File: src/rtl/sketch_cm_multi.sv
// Count-min sketch engine: D hashed rows, each backed by an external
// synchronous-read RAM. Three-cycle request pipeline (index, read, update)
// with one-deep write forwarding, plus a drain/clear FSM for table wipes.

module sketch_cm_row #(
    parameter int          HW   = 10,
    parameter int          DW   = 64,
    parameter int          CW   = 32,
    parameter logic [31:0] SEED = 32'h0
) (
    input  logic [DW-1:0] hin_i,
    output logic [HW-1:0] idx_o,
    input  logic [HW-1:0] addr_i,
    input  logic [CW-1:0] rd_data_i,
    input  logic          fwd_en_i,
    input  logic [HW-1:0] fwd_addr_i,
    input  logic [CW-1:0] fwd_data_i,
    output logic [CW-1:0] cnt_o
);
    localparam logic [31:0] POLY = 32'h04C1_1DB7;

    logic [DW-1:0] msg;
    logic [31:0]   crc;

    // MSB-first CRC-32 over the seeded hash input; low HW bits pick the counter
    always_comb begin
        msg = hin_i ^ {(DW/32){SEED}};
        crc = 32'hFFFF_FFFF;
        for (int i = DW - 1; i >= 0; i--) begin
            if (crc[31] ^ msg[i]) crc = (crc << 1) ^ POLY;
            else                  crc = crc << 1;
        end
        idx_o = crc[HW-1:0];
    end

    // A write issued in the same cycle as our RAM read is not visible in the
    // returned data, so substitute it here.
    assign cnt_o = (fwd_en_i && fwd_addr_i == addr_i) ? fwd_data_i : rd_data_i;
endmodule

module sketch_cm_multi #(
    parameter int HW         = 10,
    parameter int DW         = 64,
    parameter int CW         = 32,
    parameter int D          = 4,
    parameter int CU         = 0,
    parameter int INIT_CLEAR = 1
) (
    input  logic            clk,
    input  logic            rst,
    input  logic            req_valid_i,
    output logic            req_ready_o,
    input  logic [1:0]      req_op_i,
    input  logic [DW-1:0]   req_key_i,
    input  logic [DW-1:0]   req_lat_i,
    output logic            resp_valid_o,
    output logic [CW-1:0]   resp_est_o,
    output logic            resp_sat_o,
    output logic [D-1:0]    ram_rd_en_o,
    output logic [D*HW-1:0] ram_rd_addr_o,
    input  logic [D*CW-1:0] ram_rd_data_i,
    output logic [D-1:0]    ram_wr_en_o,
    output logic [D*HW-1:0] ram_wr_addr_o,
    output logic [D*CW-1:0] ram_wr_data_o
);
    localparam int            STAGES = 2;
    localparam logic [CW-1:0] CMAX   = '1;
    localparam logic [HW-1:0] IMAX   = '1;

    typedef enum logic [1:0] {INIT, RUN, DRAIN, CLEAR} state_t;

    state_t               state_q;
    logic                 ready_q, clr_on_q;
    logic [HW-1:0]        clr_idx_q;
    logic [STAGES:1]      vld_pipe_q, ins_pipe_q;
    logic [D-1:0][HW-1:0] idx_s0, idx1_q, idx2_q;
    logic [D-1:0][CW-1:0] cnt_s2, new_s2;
    logic [D-1:0]         wr_s2;
    logic [D-1:0]         fwd_en_q;
    logic [D-1:0][HW-1:0] fwd_addr_q;
    logic [D-1:0][CW-1:0] fwd_data_q;
    logic [D-1:0]         wr_en_d;
    logic [D-1:0][HW-1:0] wr_addr_d;
    logic [D-1:0][CW-1:0] wr_data_d;
    logic [CW-1:0]        min_s2, est_s2;
    logic                 sat_s2;
    logic                 resp_valid_q, resp_sat_q;
    logic [CW-1:0]        resp_est_q;
    logic                 accept, acc_clear, acc_lookup;

    assign accept     = req_valid_i & ready_q;
    assign acc_clear  = accept & (req_op_i == 2'b10);
    assign acc_lookup = accept & ~acc_clear;

    for (genvar r = 0; r < D; r++) begin : g_row
        sketch_cm_row #(
            .HW(HW), .DW(DW), .CW(CW), .SEED(32'(32'h9E37_79B9 * (r + 1)))
        ) u_row (
            .hin_i      ({req_key_i[DW/2-1:0], req_lat_i[DW/2-1:0]}),
            .idx_o      (idx_s0[r]),
            .addr_i     (idx2_q[r]),
            .rd_data_i  (ram_rd_data_i[r*CW +: CW]),
            .fwd_en_i   (fwd_en_q[r]),
            .fwd_addr_i (fwd_addr_q[r]),
            .fwd_data_i (fwd_data_q[r]),
            .cnt_o      (cnt_s2[r])
        );
    end

    // Stage 2 update: saturating increment, conservative-update row selection,
    // post-update minimum and saturation flag
    always_comb begin
        min_s2 = CMAX;
        for (int r = 0; r < D; r++)
            if (cnt_s2[r] < min_s2) min_s2 = cnt_s2[r];
        wr_s2  = '0;
        new_s2 = cnt_s2;
        est_s2 = CMAX;
        sat_s2 = 1'b0;
        for (int r = 0; r < D; r++) begin
            wr_s2[r]  = vld_pipe_q[STAGES] && ins_pipe_q[STAGES] && cnt_s2[r] != CMAX &&
                        (CU == 0 || cnt_s2[r] == min_s2);
            new_s2[r] = wr_s2[r] ? cnt_s2[r] + 1'b1 : cnt_s2[r];
            if (new_s2[r] < est_s2) est_s2 = new_s2[r];
            if (new_s2[r] == CMAX)  sat_s2 = 1'b1;
        end
    end

    // RAM write port: clear sweep owns it while active, otherwise stage-2 updates
    always_comb begin
        wr_en_d   = '0;
        wr_addr_d = '0;
        wr_data_d = '0;
        for (int r = 0; r < D; r++) begin
            if (clr_on_q) begin
                wr_en_d[r]   = 1'b1;
                wr_addr_d[r] = clr_idx_q;
            end else if (wr_s2[r]) begin
                wr_en_d[r]   = 1'b1;
                wr_addr_d[r] = idx2_q[r];
                wr_data_d[r] = new_s2[r];
            end
        end
    end

    // Request pipeline and forwarding register (last cycle's actual writes)
    always_ff @(posedge clk or negedge rst) begin
        if (!rst) begin
            vld_pipe_q <= '0;
            ins_pipe_q <= '0;
            idx1_q     <= '0;
            idx2_q     <= '0;
            fwd_en_q   <= '0;
            fwd_addr_q <= '0;
            fwd_data_q <= '0;
        end else begin
            vld_pipe_q <= {vld_pipe_q[STAGES-1:1], acc_lookup};
            ins_pipe_q <= {ins_pipe_q[STAGES-1:1], acc_lookup && req_op_i == 2'b00};
            idx1_q     <= acc_lookup ? idx_s0 : '0;
            idx2_q     <= idx1_q;
            fwd_en_q   <= wr_en_d;
            fwd_addr_q <= wr_addr_d;
            fwd_data_q <= wr_data_d;
        end
    end

    // Control FSM with registered ready and response outputs
    always_ff @(posedge clk or negedge rst) begin
        if (!rst) begin
            state_q      <= (INIT_CLEAR != 0) ? INIT : RUN;
            ready_q      <= 1'b0;
            clr_on_q     <= 1'b0;
            clr_idx_q    <= '0;
            resp_valid_q <= 1'b0;
            resp_est_q   <= '0;
            resp_sat_q   <= 1'b0;
        end else begin
            resp_valid_q <= vld_pipe_q[STAGES];
            resp_est_q   <= vld_pipe_q[STAGES] ? est_s2 : '0;
            resp_sat_q   <= vld_pipe_q[STAGES] & sat_s2;
            case (state_q)
                INIT, CLEAR: begin
                    ready_q  <= 1'b0;
                    clr_on_q <= 1'b1;
                    if (clr_on_q) begin
                        clr_idx_q <= clr_idx_q + 1'b1;
                        if (clr_idx_q == IMAX) begin
                            state_q  <= RUN;
                            ready_q  <= 1'b1;
                            clr_on_q <= 1'b0;
                            // only a requested clear owes its source a response
                            if (state_q == CLEAR) begin
                                resp_valid_q <= 1'b1;
                                resp_est_q   <= '0;
                                resp_sat_q   <= 1'b0;
                            end
                        end
                    end
                end
                RUN: begin
                    ready_q <= ~acc_clear;
                    if (acc_clear) state_q <= DRAIN;
                end
                DRAIN: begin
                    ready_q <= 1'b0;
                    if (vld_pipe_q == '0) begin
                        state_q   <= CLEAR;
                        clr_on_q  <= 1'b1;
                        clr_idx_q <= '0;
                    end
                end
                default: state_q <= RUN;
            endcase
        end
    end

    assign req_ready_o   = ready_q;
    assign resp_valid_o  = resp_valid_q;
    assign resp_est_o    = resp_est_q;
    assign resp_sat_o    = resp_sat_q;
    assign ram_rd_en_o   = {D{vld_pipe_q[1]}};
    assign ram_rd_addr_o = idx1_q;
    assign ram_wr_en_o   = wr_en_d;
    assign ram_wr_addr_o = wr_addr_d;
    assign ram_wr_data_o = wr_data_d;
endmodule

File: config.mk
export PLATFORM = sky130hd
export DESIGN_NAME = sketch_cm_multi
export DESIGN_NICKNAME = d
export VERILOG_FILES = /design/src/rtl/sketch_cm_multi.sv
export SDC_FILE = /design/constraint.sdc
export NUM_CORES = 1
export LEC_CHECK = 0
export ABC_AREA = 1
export BUFFER_PORTS_ARGS = -buffer_cell sky130_fd_sc_hd__buf_2
export CORE_MARGIN = 2
export CORE_UTILIZATION = 45
export DETAILED_ROUTE_END_ITERATION = 6
export PLACE_DENSITY_LB_ADDON = 0.1
export SLEW_MARGIN = 15
export SYNTH_ARGS = -nofsm -noshare
export SYNTH_HDL_FRONTEND = slang
export SYNTH_SLANG_ARGS = --single-unit
File: constraint.sdc
create_clock -name clk -period 15.5 [get_ports clk]
set_clock_uncertainty 0.15 [all_clocks]
set_input_delay 1.55 -clock clk [delete_from_list [all_inputs] [get_ports clk]]
set_output_delay 1.55 -clock clk [all_outputs]
set_load 0.01 [all_outputs]
==> results list, run 1 <==
* Top cells by area, synth: dfrtp_1 (29%), nand2_1 (18%), xor2_1 (9.6%)
- Most used DFF post-synth: dfrtp_1
- Number of gates resized after cts: 0
- dfrtp_1 takes more of the synthesized area than any other cell.
- Detailed Routing Iterations Pass 1: 5
- Fraction of the mapped netlist area in compound gates: 5.84%
- Register bit count reported by yosys: between 300 and 400
* Ys async rst share: 100%
- Maximum clock insertion buffer count: 3
- Derived from the worst setup path, the maximum achievable clock frequency is 0.0790 GHz.
* Relative area change from synthesis to final layout: 16.2%
- In the post-route analysis, the smallest setup slack over all paths is around 2800 ps.
- IO Port Bufs: around 450
- Of the available clock period, the critical path in the final layout requires 81.7%.
- The die covers 59600 um^2.
- Setup repair after global routing left no endpoint under its margin.
* Setup violations, final: 0
* Signal arrival time at the worst endpoint: 12960 ps
* Actual transition at the worst max-transition pin: between 1000 and 1500 ps
* Remaining global-route overflow: 0
- The detailed router finished its first iteration with 1669 violations.
- Detailed placement finished with a half-perimeter wire length of about 74000 um.
* Final count of pins violating max slew: 0
- In the routed design, unresolved DRC markers number 0.
- The post-route netlist has 15.5% of its cells at a drive strength greater than 1.
- Sum of routed wire length over all layers: 90900 um
- Post-Synth XOR/XNOR Area: 15.5%
- The clock reaches the later pin of the worst-skew pair after 560 ps.
- Multiplexer cells account for 0.0386% of the synthesized area.
- The initialized floorplan defines 88 standard-cell rows.
- At the end of routability-driven placement, the weighted congestion stood at 0.953.
* Type of destination of the critical path: flop
* Number of I/O pins: 512
* Dominant combinational cell family by area after synthesis: simple AND/OR/NAND/NOR gates
- Worst Hold Launch: ram_rd_addr_o[1]
- Last element of the critical path: resp_est_o[30]
* Synth Area in Simple Gates: 35.4%
- Reg-to-reg startpoint: idx2_q[10]
* Post-route setup TNS: 0 ps
- Entering global routing, the biggest net connects 100 pins.
* Count of synthesis-stage warnings from yosys: 0
- Number of max-cap violations: 0
* Hold-fix buffers at CTS: 0
* Vertical die dimension: roughly 240 um
- STA puts the critical path data required time at 15800 ps.
- The initial utilization of the core area, before any placement, comes to 45.2%.
- Count of unique library cells instantiated by Yosys: 55
- In the final routed layout, each cell accounts on average for 17.9 um.
* Outcome: complete, no violations
- Total of fill cells in the finished design: between 5000 and 6000
* Vias in the first global route: 24600
- Core area: 57400 um^2
* Inserted Clock Buffers: 35
- Slowest CP cell: o21ai_0
* Yosys top cell area share: slightly below 30%
- Clock-pin slew was measured on the worst setup and hold paths at 60 ps.
- Clock tree from TritonCTS: built
* WS Path Type: reg2reg
* Number of antenna violations at the first check in global routing: 9
* Worst R2R Path Depth: between 50 and 60
- Cells on Worst Hold Path: 0
- The clock net in this run drives a total of 304 sinks.
- In this run the post-CTS setup repair buffer count came out at 0.
- Global routing used between 30 and 40% of the available tracks across all layers.
- First-pass GRT wire length: 139000 um
- The worst register-to-register path ends at resp_est_o[30].
- Counting every instance in the synthesized netlist gives 3875.
- Worst slew margin: 30.3%
- Launching instance or port of the critical path: idx2_q[10]
- The final count of hold timing violations came to 0.
* Part of the Yosys area used for sequential elements: 29.3%
- Placement Setup Slack: 2850 ps
- Via/cell ratio: 5.06
- The synthesized design contains 0 enable-type register cells.
- In this run the mean area of a mapped cell was 6.69 um^2.
- Setup slack on the worst flop-to-flop path: 2840 ps
- Remaining number of nets flagged by the antenna check after routing: 0
* H-tree levels: 2
* Category of the worst setup path launch point: flop
- Die Span X: 244 um
* Vias after detailed routing: 25700
* Crit path top cell by count: nand2_1
- Synthesized netlist net count: 4240
- For this run, the post-layout net count is 4654.
* Highest fanout seen on the critical path: 54
- The min-delay analysis places its worst path in the category reg2reg.
* Post-Synth Adder-Cell Area: ~5.0%
- Crit-path max cell delay: between 800 and 900 ps
- Final critical-path required period: 12660 ps
* Clk Tree Root Cell: clkbuf_16
- Synth Cell Area: 25900 um^2
==> area by class of cell <==
type                            instances  area [um^2]  share of cell area, %
Tap cell                              765          957                   3.18
Inverter                              495         1860                   6.17
Sequential cell                       304         7610                   25.2
Multi-Input combinational cell       2977        16100                   53.3
Timing Repair Buffer                  476         2460                   8.18
Clock inverter                         11          194                  0.643
Clock buffer                           49          988                   3.28
Antenna cell                            2         5.00                 0.0166
==> logic make-up after synthesis <==
group	count (synthesis)
adders and majority gates	104
buffers and inverters	594
DFF	304
and+or+nand+nor	2178
xor gates and xnor gates	413
AOI/OAI and AO/OA	281
muxes	1
==> cell usage in the layout (no fill, tap or decap), types with 9 or more instances in the layout <==
cell type	synthesis	layout
nand2_2	39	39
nand2_1	1240	1239
inv_2	15	15
ha_1	104	104
xor2_2	20	20
nor2_1	394	390
xor2_1	283	283
inv_1	476	476
dfrtp_1	304	303
nor4_1	43	43
xnor2_1	89	89
nand4_1	53	53
xnor2_2	13	13
buf_2	3	446
or2_2	19	19
a211oi_1	11	11
a21oi_1	96	94
o21ai_0	147	147
buf_4	5	29
nor3_1	75	75
nand3_1	270	270
clkbuf_16	0	35
nand2_4	11	12
or2_1	9	9
==> critical path, delay by kind of cell (launching register included) <==
family / cells / cell delay [ps]
compound gates: 9 / 2780
xor+xnor: 1 / 150
fa+ha+maj: 4 / 1220
buf+inv: 9 / 2790
flops: 1 / 390
simple gates: 34 / 4990
==> sequential cells by signal, summed over array words and instances (netlist names), 4 cells and up <==
name,cells
idx2_q,40
fwd_en_q,4
fwd_data_q,128
resp_est_o,32
fwd_addr_q,40
ram_rd_addr_o,40
clr_idx_q,10
==> through the flow <==
step                std cells  utilization (%)  cell area (um^2)  hold slack, ps
global route             5078             52.5             30100             226
floorplan                3875                -             25900             181
detailed placement       5017             50.5             29000             200
finish                   5079             52.6             30100             215
CTS                      5077             52.5             30100             220
global placement         5017             50.5             29000             197
==> cell usage after synthesis (2+ instances only) <==
| cell | count |
|---|---|
| a211oi_1 | 11 |
| a21boi_0 | 2 |
| a21o_1 | 4 |
| a21oi_1 | 96 |
| and2_1 | 7 |
| buf_1 | 10 |
| buf_2 | 3 |
| buf_4 | 5 |
| buf_6 | 6 |
| clkbuf_1 | 75 |
| clkinv_1 | 3 |
| dfrtp_1 | 304 |
| ha_1 | 104 |
| inv_1 | 476 |
| inv_2 | 15 |
| nand2_1 | 1240 |
| nand2_2 | 39 |
| nand2_4 | 11 |
| nand3_1 | 270 |
| nand3_2 | 2 |
| nand3b_1 | 8 |
| nand4_1 | 53 |
| nor2_1 | 394 |
| nor3_1 | 75 |
| nor3b_1 | 2 |
| nor4_1 | 43 |
| o2111ai_1 | 3 |
| o211ai_1 | 2 |
| o21a_1 | 2 |
| o21ai_0 | 147 |
| o221a_2 | 2 |
| o221ai_1 | 3 |
| o22ai_1 | 2 |
| or2_1 | 9 |
| or2_2 | 19 |
| or3_1 | 2 |
| xnor2_1 | 89 |
| xnor2_2 | 13 |
| xnor2_4 | 4 |
| xor2_1 | 283 |
| xor2_2 | 20 |
| xor2_4 | 4 |
==> worst min path at each step <==
stage / to / slack (ps)
after floorplan: ins_pipe_q[2] / 180
after global routing: idx2_q[1] / 230
after global placement: ins_pipe_q[2] / 200
final: idx2_q[1] / 220
after detailed placement: ins_pipe_q[2] / 200
after CTS: idx2_q[1] / 220
==> metal layers <==
metal | part of all wire (%) | global-route usage, % | vias to the layer above | wire length [um]
met5 | 0.094 | 0 | - | 85
met4 | 4.2 | 11.5 | 14 | 3780
met3 | 5.4 | 5.20 | 171 | 4930
met2 | 48 | 52.1 | 635 | 43500
met1 | 42 | 37.3 | 11900 | 38500
li1 | - | - | 13000 | -
Power of run 1 is left out: the tool's default activity adds up to more than one toggle a clock period on the data nets, which glitch-free logic cannot reach.
==> run 2, diff against run 1 <==
Clock period 15.5 ns to 10.7 ns, I/O delays scaled along.
==> run 2 against run 1 <==
Compared with the run above: sequential share of layout area decreased by 0.13 points; non-clock buffer count grew 6; clock-buffer cell count decreased by 4; critical path type unchanged; largest cell class unchanged; highest routed layer unchanged.
==> results list, run 2 (synthesized netlist as in run 1, its figures left out) <==
- The flow ran to the end, and the final reports show no timing, DRC or antenna violations.
- The total length of routed wires came to 91500 um (+0.67%).
* Cell class contributing the biggest share of worst-path delay: simple AND/OR/NAND/NOR gates
- The pin count of the biggest net entering global routing came to 102 (+2.0%).
* Finished layout cell area: 30300 um^2 (+0.50%)
- The worst setup path is captured at a flop.
- The horizontal extent of the die is 244 um (unchanged).
* Count of placed standard cells in the final layout, fillers left out: 5090 (+0.22%)
- The initial antenna violation count was 6 (-3).
- The worst setup path is of the reg2reg kind.
- Setup slack on the worst flop-to-flop path: 820 ps (-2030 ps)
- Slowest CP cell: o21ai_0
- Remaining number of nets flagged by the antenna check after routing: 0 (unchanged)
* Setup violations, final: 0 (unchanged)
- The placer's final routability congestion estimate came to 0.957 (+0.42%).
* Worst R2R Path Depth: 55 (-3.5%)
- Counting flops per register, the top entry is fwd_data_q.
* Category of the worst setup path launch point: flop
- Required time of the critical path: 11020 ps (-4780 ps)
* DRC marker count from the first detailed-route iteration: 1679 (+0.60%)
- Vias after detailed routing: 25800 (+0.42%)
- Most frequent cells in the layout: nand2_1 (1239), inv_1 (476), buf_2 (446), nor2_1 (390), dfrtp_1 (303)
* Reg-to-reg startpoint: fwd_addr_q[7]
- CP bufs+invs: 10 (+1)
- DRC violations left: 0 (unchanged)
- The core region area was 57400 um^2 (unchanged).
- Inserted Clock Buffers: 36 (+2.9%)
- Maximum clock insertion buffer count: 3 (unchanged)
* Initial core utilization: 45.2% (unchanged)
- The critical path ends at resp_est_o[16].
* Net count of the finished layout: 4661 (+0.15%)
- The overall track demand over capacity in global routing was 30.2% (+0.10 points).
- In this run the clock root is driven by a clkbuf_16.
- The CTS H-tree depth came to 2 (unchanged).
- Vias in the first global route: 24500 (-0.46%)
- The number of placed I/O pins came to 512 (unchanged).
- The data arrival time of the critical path is 10200 ps (-2760 ps).
- # clock sinks: 304 (unchanged)
- Share of cells above drive strength 1: 16.0% (+0.47 points)
* Final Util: 52.8% (+0.26 points)
- The final max-slew violation count came to 0 (unchanged).
* Dpl cells: 5022 (+0.10%)
- Vertical die dimension: 244 um (unchanged)
- In this design, the critical path's most frequently occurring cell is nand2_1.
- Number of flip-flops under the largest register name: 128 (unchanged)
- Number of max-cap violations: 0 (unchanged)
* Latest clock arrival within the worst-skew pair: 570 ps (about the same)
- The fmax was 0.101 GHz (+28%).
* Worst slew margin: 32.5% (+2.2 points)
- The maximum fanout encountered on the critical timing path is 63 (+17%).
* R2r endpoint: resp_est_o[16]
- The placement-stage cell area came to 29000 um^2 (+0.17%).
* Cells on Worst Hold Path: 0 (unchanged)
- Post-route clock period utilization: 92.4% (+11 points)
- The detail-routed net length per standard cell was 18.0 um (+0.45%).
- Die Outline Area: 59600 um^2 (unchanged)
- Setup repair after global routing left no endpoint under its margin.
- Leading cell type in the layout, fill and taps excluded: nand2_1
- The via count normalized by instance count was 5.07 (+0.21%).
- Post-route setup TNS: 0 ps (unchanged)
* Remaining global-route overflow: 0 (unchanged)
- The peak per-stage delay on the critical path is 580 ps (-250 ps).
- The row count is 88 (unchanged).
- The min-delay analysis places its worst path in the category reg2reg.
- The final count of hold timing violations came to 0 (unchanged).
- Detailed Routing Iterations Pass 1: 6 (+1)
* Stages on worst setup path: 55 (-3.5%)
- IO Port Bufs: 447 (unchanged)
* Clock-pin transition on the worst setup and hold timing paths: 60 ps (about the same)
- DP HPWL: 74400 um (+0.57%)
- Actual transition at the worst max-transition pin: 1010 ps (-25.3 ps)
- The area growth from synthesis to layout is 16.8%.
- The first-pass GRT wire length is 139000 um (+0.16%).
* Clock tree from TritonCTS: built
- The most critical setup path has its startpoint at fwd_addr_q[7].
- The final period demand of the worst path was 9880 ps (-2770 ps).
-- run 2: cell types whose count changed in the layout (fill, tap and decap cells not counted), moves of 4 or more --
cell and change:
o21ai_0 -26, clkinv_2 +8, o21ai_2 +4, clkbuf_1 -4, o21ai_1 +22
-- run 2: timing repair --
action	in CTS	in global routing
setup endpoints to repair	0	32
resized for setup	0	41
hold buffers	0	0
buffers inserted	0	0
-- run 2: area by class of cell --
cell class	count	area (um^2)
Timing Repair Buffer	482	2560
Inverter	495	1860
Fill cell	5912	27100
Tap cell	765	957
Multi-Input combinational cell	2977	16100
Clock buffer	45	985
Clock inverter	20	219
Sequential cell	304	7610
Antenna cell	2	5.00
-- run 2: worst register-to-register path: cells and delay by family (launching register included) --
kind	cells	cell delay, ps
AOI/OAI and AO/OA	8	2020
buffers and inverters	10	1840
DFF	1	370
adders and majority gates	4	1200
and+or+nand+nor	33	4210
-- run 2: metal layers --
layer | part of all wire (%) | wire length, um | up-vias | track usage [%]
li1 | - | - | 13000 | -
met1 | 42 | 38800 | 12000 | 38.2
met2 | 48 | 44000 | 715 | 52.1
met3 | 6.1 | 5540 | 149 | 5.17
met4 | 3.4 | 3090 | 8 | 9.90
met5 | 0.070 | 64 | - | 0
-- run 2: worst min-delay path by stage --
stage | start | end
floorplan | ins_pipe_q[1] | ins_pipe_q[2]
global placement | ram_rd_addr_o[32] | idx2_q[32]
detailed placement | ins_pipe_q[1] | ins_pipe_q[2]
CTS | ins_pipe_q[1] | ins_pipe_q[2]
global route | ins_pipe_q[1] | ins_pipe_q[2]
finish | ins_pipe_q[1] | ins_pipe_q[2]
-- run 2: metrics by stage --
stage / hold WS, ps / setup slack [ps]
2_1_floorplan: 181 / 2180
3_3_place_gp: 202 / 609
3_5_place_dp: 193 / 398
4_1_cts: 216 / 367
5_1_grt: 227 / 47.1
6_report: 215 / 816
Power of run 2 is left out for the same reason.
==> run 3, diff against run 2 <==
Settings changed: MAX_ROUTING_LAYER set to met4.
==> run 3 against run 2 <==
Compared with the run above: the flow now finishes with violations (DRC); sequential cell count is the same; maximum frequency grew 1.6%; critical endpoint is now resp_est_o[17]; final cell count is essentially flat; via count grew 0.29%.
==> results list, run 3 (synthesized netlist as in run 1, its figures left out) <==
- Remaining number of nets flagged by the antenna check after routing: 0 (unchanged)
- The estimated wirelength of the detail-placed design is 74700 um (+0.41%).
* Finished layout cell area: 30400 um^2 (+0.44%)
- Clk Tree Root Cell: clkbuf_16
- WS Path Type: reg2reg
* H-tree levels: 2 (unchanged)
- The total length of routed wires came to 91600 um (about the same).
* Cells on Worst Hold Path: 0 (unchanged)
- Via/cell ratio: 5.08 (+0.21%)
- WL/cell: 18.0 um (about the same)
- Crit path top cell by count: nand2_1
- The critical path required time came to 11010 ps (about the same).
- First-pass GRT wire length: 139000 um (-0.52%)
- The pin count of the biggest net entering global routing was 114 (+12%).
- Signal arrival time at the worst endpoint: 10040 ps (-160 ps)
- Final setup slack of the worst path: 968 ps (+151 ps)
- The run finished, with violations left.
* Number of flip-flops under the largest register name: 128 (unchanged)
- The final routed DRC violation total was 1 (+1).
* Worst R2R Path Depth: 58 (+5.5%)
- Final count of pins violating max slew: 0 (unchanged)
* Number of max-cap violations: 0 (unchanged)
* Relative area change from synthesis to final layout: 17.3%
- TritonCTS built the clock tree.
* Type of destination of the critical path: flop
- The overall overflow remaining after global route came to 0 (unchanged).
* IO Port Bufs: 447 (unchanged)
* Overall global routing resource usage: 31.0% (+0.76 points)
* Number of gates resized after cts: 0 (unchanged)
- The post-CTS clock slew at the launch and capture registers of the worst setup and hold paths is 60 ps (about the same).
* Number of I/O pins: 512 (unchanged)
- The placement-stage worst setup slack is 413 ps (+15.1 ps).
- The worst-skew pair later-pin latency is 560 ps (about the same).
- Maximum clock insertion buffer count: 3 (unchanged)
- The checks that failed: DRC.
- The final period utilization was 91.0% (-1.4 points).
* Actual transition at the worst max-transition pin: 1030 ps (+17.6 ps)
* Buffer count from post-CTS setup fixing: 0 (unchanged)
* Class of the tightest hold or removal check: reg2reg
- The core region area was 57400 um^2 (unchanged).
* Share of cells above drive strength 1: 16.1% (+0.17 points)
* Area after DPL: 29000 um^2 (about the same)
- Slowest CP cell: or3_1
- The number of DRC markers after the initial detailed-route iteration is 1759 (+4.8%).
- The tightest hold margin is 206 ps (-9.11 ps).
* # clock sinks: 304 (unchanged)
- Inserted Clock Buffers: 36 (unchanged)
* Leading cell type in the layout, fill and taps excluded: nand2_1
* Most frequent cells in the layout: nand2_1 (1239), inv_1 (476), buf_2 (446), nor2_1 (390), dfrtp_1 (303)
- Highest fanout seen on the critical path: 32 (-49%)
- Vertical die dimension: 244 um (unchanged)
* Vias in the first global route: 24300 (-0.69%)
* Hold-fix buffers at CTS: 0 (unchanged)
- Vias after detailed routing: 25900 (+0.29%)
* Net count of the finished layout: 4663 (+0.043%)
* Die Span X: 244 um (unchanged)
* Register name with the most flops: fwd_data_q
- Category of the worst setup path launch point: flop
- Detailed Routing Iterations Pass 1: 7 (+1)
- The effective utilization at floorplan was 45.2% (unchanged).
- Die Outline Area: 59600 um^2 (unchanged)
- Final Util: 53.0% (+0.23 points)
- Std cell rows: 88 (unchanged)
- The peak per-stage delay on the critical path was 400 ps (-180 ps).
* Routability cong.: 0.958 (+0.10%)
- Worst slew margin: 31.3% (-1.2 points)
- Maximum achievable frequency: 0.103 GHz (+1.6%)
- Number of antenna violations at the first check in global routing: 3 (-3)
- The count of endpoints failing setup in the final report was 0 (unchanged).
- The final count of hold timing violations was 0 (unchanged).
* Final critical-path required period: 9730 ps (-151 ps)
## run 3: final timing paths
| check | end | start | slack, ps |
|---|---|---|---|
| max in group asynchronous | ram_rd_addr_o[11] | rst | 8370 |
| worst max register to register | resp_est_o[17] | fwd_addr_q[15] | 970 |
| min in group asynchronous | fwd_data_q[89] | rst | 400 |
| worst max-delay path | resp_est_o[17] | fwd_addr_q[15] | 970 |
| worst min register to register | ins_pipe_q[2] | ins_pipe_q[1] | 210 |
| worst min-delay path | ins_pipe_q[2] | ins_pipe_q[1] | 210 |
## run 3: layout make-up
type,count,area (um^2)
clock buffer,46,988
sequential,304,7610
timing repair buffer,484,2600
fill,5933,26900
clock inverter,20,288
tap,765,957
inverter,495,1860
multi-input combinational,2977,16100
antenna,3,7.51
## run 3: layer usage
metal	routed length [um]	part of all wire [%]	track usage, %	vias to the layer above
met1	39400	43	38.4	12100
met5	0	0	-	-
li1	-	-	-	13000
met3	4800	5.2	4.36	132
met4	2850	3.1	9.15	0
met2	44500	49	52.4	668
## run 3: metrics by stage
step	setup TNS, ps	cells
final	0	5094
after global routing	-4.51	5094
after CTS	0	5089
after detailed placement	0	5023
after global placement	0	5023
after floorplan	0	3875
## run 3: critical path: cells and delay by family (launching register included)
| kind | cells | cell delay (ps) |
|---|---|---|
| flip-flops | 1 | 370 |
| buffers and inverters | 11 | 1810 |
| AO/OA/AOI/OAI | 4 | 860 |
| adder cells (fa/ha/maj) | 4 | 1200 |
| AND/OR/NAND/NOR | 38 | 5060 |
| XOR/XNOR | 1 | 180 |
Power of run 3 is left out for the same reason.
